## src/rtl/axis_frame_gen.sv

```systemverilog
// axis_frame_gen
// ---------------------------------------------------------------------------
// Generates a run of Ethernet frames (without FCS) on an AXI-Stream master
// port that feeds the MAC TX user interface. The header (dst MAC, src MAC,
// EtherType), frame length, frame count, inter-frame gap and tuser error
// injection rate are all latched from cfg_* when `start` is accepted.
//
// Ports
//   mac10gbe_clk, mac_reset_n : clock, asynchronous active-low reset
//   start, stop               : one-cycle run control pulses
//   cfg_*                     : run configuration, sampled on accepted start
//   tx_axis_mac_*             : AXI-Stream master (tdata/tkeep/tvalid/tlast/tuser, tready in)
//   busy, done                : run in progress / one-cycle end-of-run pulse
//   frames_sent, bytes_sent   : per-run statistics, cleared on start, wrapping
//   dbg_state                 : current FSM state (0 IDLE, 1 DATA, 2 GAP)
//
// Handshake: a beat transfers on a rising edge where tvalid and tready are
// both high. While tvalid is high and tready is low, tdata/tkeep/tlast/tuser
// are held unchanged; tvalid never drops between the first and last beat of
// a frame.
// ---------------------------------------------------------------------------
module axis_frame_gen #(
    parameter int DATA_W  = 64,
    parameter int KEEP_W  = DATA_W / 8,
    parameter int LEN_W   = 14,
    parameter int MAX_LEN = 9596,
    parameter int CNT_W   = 32
) (
    input  logic              mac10gbe_clk,
    input  logic              mac_reset_n,
    input  logic              start,
    input  logic              stop,
    input  logic [47:0]       cfg_dst_mac,
    input  logic [47:0]       cfg_src_mac,
    input  logic [15:0]       cfg_ethertype,
    input  logic [LEN_W-1:0]  cfg_frame_len,
    input  logic [15:0]       cfg_frame_count,
    input  logic [7:0]        cfg_ifg_cycles,
    input  logic [7:0]        cfg_err_every,
    output logic [DATA_W-1:0] tx_axis_mac_tdata,
    output logic [KEEP_W-1:0] tx_axis_mac_tkeep,
    output logic              tx_axis_mac_tvalid,
    output logic              tx_axis_mac_tlast,
    output logic              tx_axis_mac_tuser,
    input  logic              tx_axis_mac_tready,
    output logic              busy,
    output logic              done,
    output logic [CNT_W-1:0]  frames_sent,
    output logic [CNT_W-1:0]  bytes_sent,
    output logic [1:0]        dbg_state
);

    typedef enum logic [1:0] {
        S_IDLE = 2'd0,
        S_DATA = 2'd1,
        S_GAP  = 2'd2
    } state_t;

    localparam logic [LEN_W-1:0] MIN_LEN_C = LEN_W'(60);
    localparam logic [LEN_W-1:0] MAX_LEN_C = LEN_W'(MAX_LEN);
    localparam logic [LEN_W-1:0] KEEP_C    = LEN_W'(KEEP_W);

    state_t              state_q, state_d;
    logic [47:0]         dst_q, dst_d, src_q, src_d;
    logic [15:0]         et_q, et_d;
    logic [LEN_W-1:0]    len_q, len_d;
    logic [15:0]         count_q, count_d;
    logic [7:0]          ifg_q, ifg_d;
    logic [7:0]          every_q, every_d;
    logic [LEN_W-1:0]    off_q, off_d;      // byte index of the next beat to load
    logic [7:0]          gap_q, gap_d;
    logic [7:0]          err_cnt_q, err_cnt_d; // 1-based frame position within the error period
    logic                stop_q, stop_d;
    logic [DATA_W-1:0]   tdata_q, tdata_d;
    logic [KEEP_W-1:0]   tkeep_q, tkeep_d;
    logic                tvalid_q, tvalid_d, tlast_q, tlast_d, tuser_q, tuser_d;
    logic                busy_q, busy_d, done_q, done_d;
    logic [CNT_W-1:0]    frames_q, frames_d, bytes_q, bytes_d;

    logic                accept;
    logic [LEN_W-1:0]    cfg_len_clamped;

    assign accept = tvalid_q & tx_axis_mac_tready;

    always_comb begin
        cfg_len_clamped = cfg_frame_len;
        if (cfg_frame_len < MIN_LEN_C)      cfg_len_clamped = MIN_LEN_C;
        else if (cfg_frame_len > MAX_LEN_C) cfg_len_clamped = MAX_LEN_C;
    end

    // Beat builder. In IDLE the only beat that can be loaded is the first
    // beat of a run, which must come straight from cfg_* because the latched
    // copies are not written until the same edge. Mid-frame the next beat
    // starts at off_q; any other load starts a new frame at byte 0.
    logic                load_cfg;
    logic [LEN_W-1:0]    load_off;
    logic [47:0]         b_dst, b_src;
    logic [15:0]         b_et;
    logic [LEN_W-1:0]    b_len;
    logic [7:0]          b_every;
    logic [DATA_W-1:0]   b_data;
    logic [KEEP_W-1:0]   b_keep;
    logic                b_last;
    int                  idx;
    logic [7:0]          bval;

    always_comb begin
        load_cfg = (state_q == S_IDLE);
        load_off = (state_q == S_DATA && !tlast_q) ? off_q : '0;
        b_dst    = load_cfg ? cfg_dst_mac     : dst_q;
        b_src    = load_cfg ? cfg_src_mac     : src_q;
        b_et     = load_cfg ? cfg_ethertype   : et_q;
        b_len    = load_cfg ? cfg_len_clamped : len_q;
        b_every  = load_cfg ? cfg_err_every   : every_q;
        b_data   = '0;
        b_keep   = '0;
        idx      = 0;
        bval     = 8'h00;
        for (int k = 0; k < KEEP_W; k++) begin
            idx  = int'(load_off) + k;
            bval = 8'h00;
            if (idx < int'(b_len)) begin
                b_keep[k] = 1'b1;
                if (idx < 6)       bval = 8'(b_dst >> (8 * (5 - idx)));
                else if (idx < 12) bval = 8'(b_src >> (8 * (11 - idx)));
                else if (idx < 14) bval = 8'(b_et >> (8 * (13 - idx)));
                else               bval = 8'(idx - 14);
            end
            b_data[8*k +: 8] = bval;
        end
        b_last = (int'(load_off) + KEEP_W) >= int'(b_len);
    end

    logic             stop_pending, run_end, load, finish, clear;
    logic [CNT_W-1:0] frames_inc;
    logic [7:0]       err_next;

    always_comb begin
        state_d   = state_q;
        dst_d     = dst_q;
        src_d     = src_q;
        et_d      = et_q;
        len_d     = len_q;
        count_d   = count_q;
        ifg_d     = ifg_q;
        every_d   = every_q;
        off_d     = off_q;
        gap_d     = gap_q;
        err_cnt_d = err_cnt_q;
        stop_d    = stop_q;
        tdata_d   = tdata_q;
        tkeep_d   = tkeep_q;
        tvalid_d  = tvalid_q;
        tlast_d   = tlast_q;
        tuser_d   = tuser_q;
        busy_d    = busy_q;
        done_d    = 1'b0;
        frames_d  = frames_q;
        bytes_d   = bytes_q;
        load      = 1'b0;
        finish    = 1'b0;
        clear     = 1'b0;

        stop_pending = stop_q | stop;
        frames_inc   = frames_q + CNT_W'(1);
        run_end      = ((count_q != 16'd0) && (frames_inc == CNT_W'(count_q))) || stop_pending;
        err_next     = (err_cnt_q == every_q) ? 8'd1 : err_cnt_q + 8'd1;

        case (state_q)
            S_IDLE: begin
                // done_q is high in the first IDLE cycle; a start then is dropped.
                if (start && !done_q) begin
                    dst_d     = cfg_dst_mac;
                    src_d     = cfg_src_mac;
                    et_d      = cfg_ethertype;
                    len_d     = cfg_len_clamped;
                    count_d   = cfg_frame_count;
                    ifg_d     = cfg_ifg_cycles;
                    every_d   = cfg_err_every;
                    frames_d  = '0;
                    bytes_d   = '0;
                    stop_d    = stop;   // start+stop together: one frame only
                    err_cnt_d = 8'd1;
                    off_d     = KEEP_C;
                    busy_d    = 1'b1;
                    state_d   = S_DATA;
                    load      = 1'b1;
                end
            end
            S_DATA: begin
                if (stop) stop_d = 1'b1;
                if (accept) begin
                    if (!tlast_q) begin
                        load  = 1'b1;
                        off_d = off_q + KEEP_C;
                    end else begin
                        frames_d = frames_inc;
                        bytes_d  = bytes_q + CNT_W'(len_q);
                        if (run_end) begin
                            finish = 1'b1;
                        end else if (ifg_q == 8'd0) begin
                            load      = 1'b1;
                            err_cnt_d = err_next;
                            off_d     = KEEP_C;
                        end else begin
                            state_d = S_GAP;
                            gap_d   = ifg_q;
                            clear   = 1'b1;
                        end
                    end
                end
            end
            S_GAP: begin
                if (stop_pending) begin
                    finish = 1'b1;
                end else if (gap_q <= 8'd1) begin
                    // Loading on the last gap cycle makes tvalid rise right after it.
                    load      = 1'b1;
                    err_cnt_d = err_next;
                    off_d     = KEEP_C;
                    state_d   = S_DATA;
                end else begin
                    gap_d = gap_q - 8'd1;
                end
            end
            default: begin
                finish = 1'b1;
            end
        endcase

        if (finish) begin
            state_d = S_IDLE;
            busy_d  = 1'b0;
            done_d  = 1'b1;
            stop_d  = 1'b0;
            clear   = 1'b1;
        end
        if (clear) begin
            tvalid_d = 1'b0;
            tdata_d  = '0;
            tkeep_d  = '0;
            tlast_d  = 1'b0;
            tuser_d  = 1'b0;
        end
        if (load) begin
            tvalid_d = 1'b1;
            tdata_d  = b_data;
            tkeep_d  = b_keep;
            tlast_d  = b_last;
            tuser_d  = b_last && (b_every != 8'd0) && (err_cnt_d == b_every);
        end
    end

    always_ff @(posedge mac10gbe_clk or negedge mac_reset_n) begin
        if (!mac_reset_n) begin
            state_q   <= S_IDLE;
            dst_q     <= '0;
            src_q     <= '0;
            et_q      <= '0;
            len_q     <= '0;
            count_q   <= '0;
            ifg_q     <= '0;
            every_q   <= '0;
            off_q     <= '0;
            gap_q     <= '0;
            err_cnt_q <= '0;
            stop_q    <= 1'b0;
            tdata_q   <= '0;
            tkeep_q   <= '0;
            tvalid_q  <= 1'b0;
            tlast_q   <= 1'b0;
            tuser_q   <= 1'b0;
            busy_q    <= 1'b0;
            done_q    <= 1'b0;
            frames_q  <= '0;
            bytes_q   <= '0;
        end else begin
            state_q   <= state_d;
            dst_q     <= dst_d;
            src_q     <= src_d;
            et_q      <= et_d;
            len_q     <= len_d;
            count_q   <= count_d;
            ifg_q     <= ifg_d;
            every_q   <= every_d;
            off_q     <= off_d;
            gap_q     <= gap_d;
            err_cnt_q <= err_cnt_d;
            stop_q    <= stop_d;
            tdata_q   <= tdata_d;
            tkeep_q   <= tkeep_d;
            tvalid_q  <= tvalid_d;
            tlast_q   <= tlast_d;
            tuser_q   <= tuser_d;
            busy_q    <= busy_d;
            done_q    <= done_d;
            frames_q  <= frames_d;
            bytes_q   <= bytes_d;
        end
    end

    assign tx_axis_mac_tdata  = tdata_q;
    assign tx_axis_mac_tkeep  = tkeep_q;
    assign tx_axis_mac_tvalid = tvalid_q;
    assign tx_axis_mac_tlast  = tlast_q;
    assign tx_axis_mac_tuser  = tuser_q;
    assign busy               = busy_q;
    assign done               = done_q;
    assign frames_sent        = frames_q;
    assign bytes_sent         = bytes_q;
    assign dbg_state          = state_q;

endmodule

```

## config.mk

```make
export PLATFORM = sky130hd
export DESIGN_NAME = axis_frame_gen
export DESIGN_NICKNAME = d
export VERILOG_FILES = /design/src/rtl/axis_frame_gen.sv
export SDC_FILE = /design/constraint.sdc
export NUM_CORES = 1
export LEC_CHECK = 0
export BUFFER_PORTS_ARGS = -buffer_cell sky130_fd_sc_hd__buf_2
export CAP_MARGIN = 20
export CELL_PAD_IN_SITES_DETAIL_PLACEMENT = 1
export CELL_PAD_IN_SITES_GLOBAL_PLACEMENT = 2
export CORE_ASPECT_RATIO = 0.7
export CORE_MARGIN = 4
export CORE_UTILIZATION = 33
export DETAILED_ROUTE_END_ITERATION = 8
export PLACE_DENSITY_LB_ADDON = 0.25
export SLEW_MARGIN = 20
export SYNTH_ARGS = -nofsm -noshare
export SYNTH_HDL_FRONTEND = slang
export SYNTH_SLANG_ARGS = --single-unit
```

## constraint.sdc

```tcl
create_clock -name mac10gbe_clk -period 5.9 [get_ports mac10gbe_clk]
set_clock_uncertainty 0.15 [all_clocks]
set_input_delay 0.295 -clock mac10gbe_clk [delete_from_list [all_inputs] [get_ports mac10gbe_clk]]
set_output_delay 0.295 -clock mac10gbe_clk [all_outputs]
set_load 0.02 [all_outputs]
```

### Word-level counts from Yosys, hierarchy flattened

Cells that the tools add are included.

* output and inout bits: 143
* memory bits (read-only): 0
* memories: 0
* word-level logic and storage cells: 301
* RAM bits: 0
* register bits: 332
* input bits: 163
* bits in latches: 0

* shifts and indexed selects: 24
* multiplexer cells: 123
* $lt $le $gt $ge: 36
* bitwise gates (word level): 2
* reduce and logical (&&, ||, !) cells: 27
* eq/ne operators: 23
* multiply operators: 0
* add/subtract/negate cells: 45
* divide/modulo/power cells: 0

Operators with widths (count)
* $shr 48x32->8: 16
* $mux 8: 49
* $shr 16x32->8: 8
* $sub 4x15->16 const A: 14
* $lt 15x4->1 const B: 14
* $mux 32: 5
* $mux 14: 11
* $mux 64: 2
* $pmux 32 s2: 2
* $sub 3x15->16 const A: 7
* $lt 15x14->1: 7
* $lt 15x3->1 const B: 7
* $mux 48: 2
* $sub 8x4->8 const B: 8
* $add 14x3->15 const B: 4
* $pmux 14 s3: 1
* $mux 1: 36
* $add 32x1->32 const B: 1
* $add 32x14->32: 1
* $eq 32x16->1: 1
* $add 14x2->15 const B: 2
* $sub 4x14->15 const A: 2
* $lt 14x4->1 const B: 2
* $ne 3x3->1 const B: 8
* 43 further kinds: 70

### Longest topological paths before layout

* depth in word-level cells: 11
* depth in mapped cells: 24
* mapped depth without buffers: 20

### Worst setup path after synthesis

Ideal clock, no wire load.

* path kind: reg-to-reg
* start: register state_q[0], in the netlist dbg_state[0]
* end: register tdata_q[36], in the netlist tx_axis_mac_tdata[36]
* arrival: 5.390 ns
* path slack: 0.284 ns
* stages on the path, launching flop included: 25
* required time: 5.673 ns
* path buffers: 7
* setup time: 0.077 ns
* period minus slack after synthesis: 5.616 ns
* path through: dfrtp_1 > inv_1 > ha_1 > clkbuf_1 > clkbuf_1 > buf_1 > clkbuf_1 > buf_1 > clkbuf_1 > nand3_1 > o21ai_0 > ha_1 > nor2b_1 > o21ba_2 > o21a_1 > o21a_1 > o21a_1 > o21a_1 > o21a_1 > o21a_1 > o21ai_0 > a211oi_1 > or4_1 > buf_2 > o21ai_1

* cells in the longest elaborated chain, start to end: 11
* elaborated cells between the ends (all ways): 31
* those cells by class: 5 x add/sub; 4 x order compare; 2 x eq/ne; 3 x shift; 14 x mux; 3 x reduce/logical

Ends and longest elaborated chain
* from (decl): RTL line 63 `state_t state_q, state_d;`
* from (signal assigned): RTL line 278 `state_q <= state_d;`
* branches (longest 11 deep; another with $sub 4x15->16)
* to (signal assigned): RTL line 290 `tdata_q <= tdata_d;`
* to (decl): RTL line 74 `logic [DATA_W-1:0] tdata_q, tdata_d;`

Parallel ways; which one is timed is not known.
A chain may end at the register's enable or synchronous reset.

### Worst setup path after layout

* start: input port cfg_frame_len[0]
* end: register tdata_q[16], in the netlist tx_axis_mac_tdata[16]

* cells in the longest elaborated chain, start to end: 7
* elaborated cells between the ends (all ways): 8
* those cells by class: 3 x order compare; 5 x mux

Ends and longest elaborated chain
* from (decl): RTL line 36 `input logic [LEN_W-1:0] cfg_frame_len,`
* $gt 14x14->1: RTL line 88 `else if (cfg_frame_len > MAX_LEN_C) cfg_len_clamped = MAX_LEN_C;`
* $mux 14: RTL line 88
* $mux 14 *: RTL line 87 `if (cfg_frame_len < MIN_LEN_C) cfg_len_clamped = MIN_LEN_C;`
* $mux 14 *: RTL line 113 `b_len = load_cfg ? cfg_len_clamped : len_q;`
* $lt 15x14->1 *: RTL line 122 `if (idx < int'(b_len)) begin`
* $mux 8 *: RTL line 122
* $mux 64 *: RTL line 245 `if (load) begin`

Every way passes the cells marked *; elsewhere a longest branch is shown, timed or not.

==> impl_metrics.ini <==
[outcome]
status = finished clean

[setup_path]
critical_path.top_delay_family = compound AO/OA/AOI/OAI gates
critical_path.slowest_cell = sky130_fd_sc_hd__nand4_1
crit_path_start_kind = input port
worstSetupEndpointType = register
timing.setup.critical_path_class = in -> reg
worst-path-buf-inv = 2
cp.required_ps = 6180
crit_path_dat_ps = 5370
cpPeakStageDelay_ps = 730
crit_path_cell_trace = dlygate4sd3_1, buf_2, o21ai_0, o21bai_1, a21o_1, a211o_1, and2_1, or2_2, nor2_1, nand2_1, o21ai_0, ha_1, a21o_1, a21o_1, a21oi_1, o21ai_0, nand3_1, nand4_1, o31ai_1
worstPathMaxFanout = 9

[grt]
grt_start_max_net_pins = 130
first_global_vias = 20000
globalRoute.totalOverflow = 0
antenna_found_initial = 2
total_global_routing_track_utilization = 0.226
grt_first_pass_wirelength_mm = 120

[clock_tree]
cts_htree_levels = 2
post_cts_resized = 0
insertion_delay_ps = 560
cts_num_sinks = 329
tritoncts.num_buffers = 40
clkSlewWorstSetupHoldPaths_ps = 60
clockRootBuffer = sky130_fd_sc_hd__clkbuf_16
max-clock-path-buffers = 3
cts_tree = done

[floorplan]
die_h_um = 218
fp.coreArea_mm2 = 0.0619
die-width_um = 308
io_pins = 306
floorplan.initialDensity = 0.336
core.rowCount = 76
dieArea_mm2 = 0.0671

[placed_design]
preCtsSetupSlack_ps = 974
placement.cell_area_mm2 = 0.0232
globalplace.congestion = 0.872
port_buffers = 305
hpwlAfterDp_mm = 54.7

[power]
power.static_leakage_nw = 12.1
powerDensity_mw_per_mm2 = 497
max_vdd_drop_uv = 442
totalPowerFinal_mw = 13.0

[flow_run]
max_cap_viol_count = 0

[final_layout]
final_design_area_no_fill_mm2 = 0.0261
area.growth.synth_to_final_pct = 25.7
final_layout_size_suffix_gt1_frac = 0.234
register_area_mm2 = 0.00823
fin_util = 0.422
layout.nets = 2842
area_taken_by_multi_input_logic_gates_mm2 = 0.0119
fillers = 7033

[sta]
worst_slew_margin_rel = 0.248
setup_repair_after_global_routing_missed_its_margin = no
timing.final.setup_violations = 0
fmaxAchievable_ghz = 0.196
timing_hold_violations_final = 0
max_slew.worst_pin.slew_ps = 1130
setup_slack_after_layout_ps = 807
setup-tns-final_ps = 0
final.min_clock_period_ps = 5090
drv_slew = 0
timing.final.crit_share = 0.863

[route]
drt_pass_1_iters = 7
drt_iter0_markers = 997
vias = 18760
drt_drc_violations_left = 0
antenna_left = 0
wirelength_per_cell_um = 22.5
vias_per_cell = 5.46
routed_wirelength_mm = 77.3

[synthesis]
netlist-cell-type-count = 94
synthArstFlopShare = 1.00
yosysWarningCount = 0
synthesis.instances = 2158
post_synth.cell_area_avg_um2 = 9.63
mappedNetlistArea_mm2 = 0.0208
synth_enable_flop_cells = 0
yosysSeqAreaShare = 0.396
yosys_register_bits = 329
synth_flop_cell = sky130_fd_sc_hd__dfrtp_1

[min_path]
worst_hold_path_type = in -> reg
## through the flow
stage / hold slack, ps / cells
2_1_floorplan: -151 / 2167
3_3_place_gp: 231 / 3200
3_5_place_dp: 237 / 3200
4_1_cts: 53.8 / 3431
5_1_grt: 105 / 3433
6_report: 89.9 / 3433
## path summary, 6_finish.rpt
path	startpoint	to	slack [ps]	depth (start not counted)
max in group asynchronous	mac_reset_n	tx_axis_mac_tkeep[5]	4050	3
max reg2reg	frames_sent[0]	tx_axis_mac_tdata[16]	880	11
max	cfg_frame_len[0]	tx_axis_mac_tdata[16]	810	19
min reg2reg	tx_axis_mac_tdata[29]	tx_axis_mac_tdata[29]	330	2
min in group asynchronous	mac_reset_n	every_q[3]	200	2
min	cfg_frame_len[12]	len_q[12]	90	3
## area by class of cell
cell class                 instances  area share
antenna                            1   0.0000958
clock buffer                      54      0.0446
clock inverter                    19     0.00714
inverter                          48     0.00690
multi-input combinational       1665       0.455
sequential                       329       0.315
tap                              819      0.0392
timing repair buffer             498       0.131
## synthesized netlist by cell type (all sizes together) (10+ instances only)
cell type	count	share of area
a211oi	12	0.0051
a21o	32	0.012
a21oi	83	0.020
a22o	27	0.011
a31oi	22	0.0066
a32o	15	0.0072
and2	24	0.0072
and3	28	0.0087
buf	35	0.0093
clkbuf	90	0.016
dfrtp	329	0.40
ha	96	0.058
inv	47	0.0085
mux2	157	0.085
mux2i	123	0.059
nand2	210	0.038
nand2b	16	0.0049
nand3	53	0.014
nand4	32	0.0096
nor2	129	0.023
nor2b	14	0.0042
nor3	32	0.0085
nor4	25	0.0087
o211ai	10	0.0039
o21a	20	0.0072
o21ai	198	0.048
o22ai	28	0.0084
o31ai	34	0.012
or2	10	0.0030
xnor2	69	0.029
xor2	33	0.014
## metal layers
layer,up-vias,share of wire,wire length (um),global-route usage
met1,9570,0.49,37700,0.325
met4,0,0.020,1570,0.0507
li1,8736,-,-,-
met2,370,0.45,35100,0.361
met3,84,0.038,2970,0.0298
met5,-,0,0,0
## registers in the layout, indices dropped and copies added, names as in the netlist, 14 cells and up
register and flops:
tx_axis_mac_tdata 64, dst_q 48, src_q 48, bytes_sent 32
frames_sent 32, count_q 16, et_q 16, len_q 14
## what timing repair did
action | CTS | global route
endpoints found under the setup margin | 0 | 0
setup buffers | 0 | 0
hold buffers | 158 | 0
endpoints found under the hold margin | 256 | 0
## where the power goes
part | total (mW) | leakage, nW | switching, mW | internal [mW]
sequential | 3.68 | 4.16 | 0.600 | 3.08
clock | 2.58 | 0.674 | 1.06 | 1.52
combinational | 6.72 | 7.23 | 4.05 | 2.68
total | 13.0 | 12.1 | 5.71 | 7.28
## placed cells by master (no fill, tap or decap), types with 11 or more instances in the layout
| cell | instances |
|---|---|
| sky130_fd_sc_hd__nand3_1 | 51 |
| sky130_fd_sc_hd__nand2b_1 | 15 |
| sky130_fd_sc_hd__mux2_2 | 156 |
| sky130_fd_sc_hd__o21a_1 | 20 |
| sky130_fd_sc_hd__conb_1 | 11 |
| sky130_fd_sc_hd__mux2i_1 | 123 |
| sky130_fd_sc_hd__nor4_1 | 21 |
| sky130_fd_sc_hd__o21ai_0 | 164 |
| sky130_fd_sc_hd__nor3_1 | 30 |
| sky130_fd_sc_hd__nand2_1 | 210 |
| sky130_fd_sc_hd__nor2b_1 | 14 |
| sky130_fd_sc_hd__a21o_1 | 32 |
| sky130_fd_sc_hd__o22ai_1 | 28 |
| sky130_fd_sc_hd__and3_1 | 27 |
| sky130_fd_sc_hd__xor2_1 | 33 |
| sky130_fd_sc_hd__a22o_1 | 27 |
| sky130_fd_sc_hd__inv_1 | 47 |
| sky130_fd_sc_hd__o21ai_1 | 34 |
| sky130_fd_sc_hd__o31ai_1 | 34 |
| sky130_fd_sc_hd__nor2_1 | 128 |
| sky130_fd_sc_hd__and2_1 | 23 |
| sky130_fd_sc_hd__buf_4 | 30 |
| sky130_fd_sc_hd__clkbuf_16 | 41 |
| sky130_fd_sc_hd__dfrtp_1 | 329 |
| sky130_fd_sc_hd__buf_2 | 305 |
| sky130_fd_sc_hd__nand4_1 | 32 |
| sky130_fd_sc_hd__a21oi_1 | 82 |
| sky130_fd_sc_hd__xnor2_1 | 69 |
| sky130_fd_sc_hd__ha_1 | 94 |
| sky130_fd_sc_hd__clkinv_2 | 11 |
| sky130_fd_sc_hd__a32o_1 | 15 |
| sky130_fd_sc_hd__a31oi_1 | 22 |
| sky130_fd_sc_hd__dlygate4sd3_1 | 158 |
## worst min-delay path, cell delays in order
cell	delay [ps]
sky130_fd_sc_hd__buf_2	130
sky130_fd_sc_hd__nor2b_1	170
sky130_fd_sc_hd__mux2_2	170
## logic make-up (layout without fill, tap and decap cells)
family | after synthesis | in the layout | synth area share
flops | 329 | 329 | 0.396
mux | 280 | 280 | 0.145
simple gates | 613 | 613 | 0.145
other cells | 2 | 12 | 0.000361
compound gates | 562 | 562 | 0.178
buf+inv | 173 | 619 | 0.0343
xor+xnor | 102 | 102 | 0.0430
fa+ha+maj | 97 | 97 | 0.0588
Power figures use the tool's default switching activity.
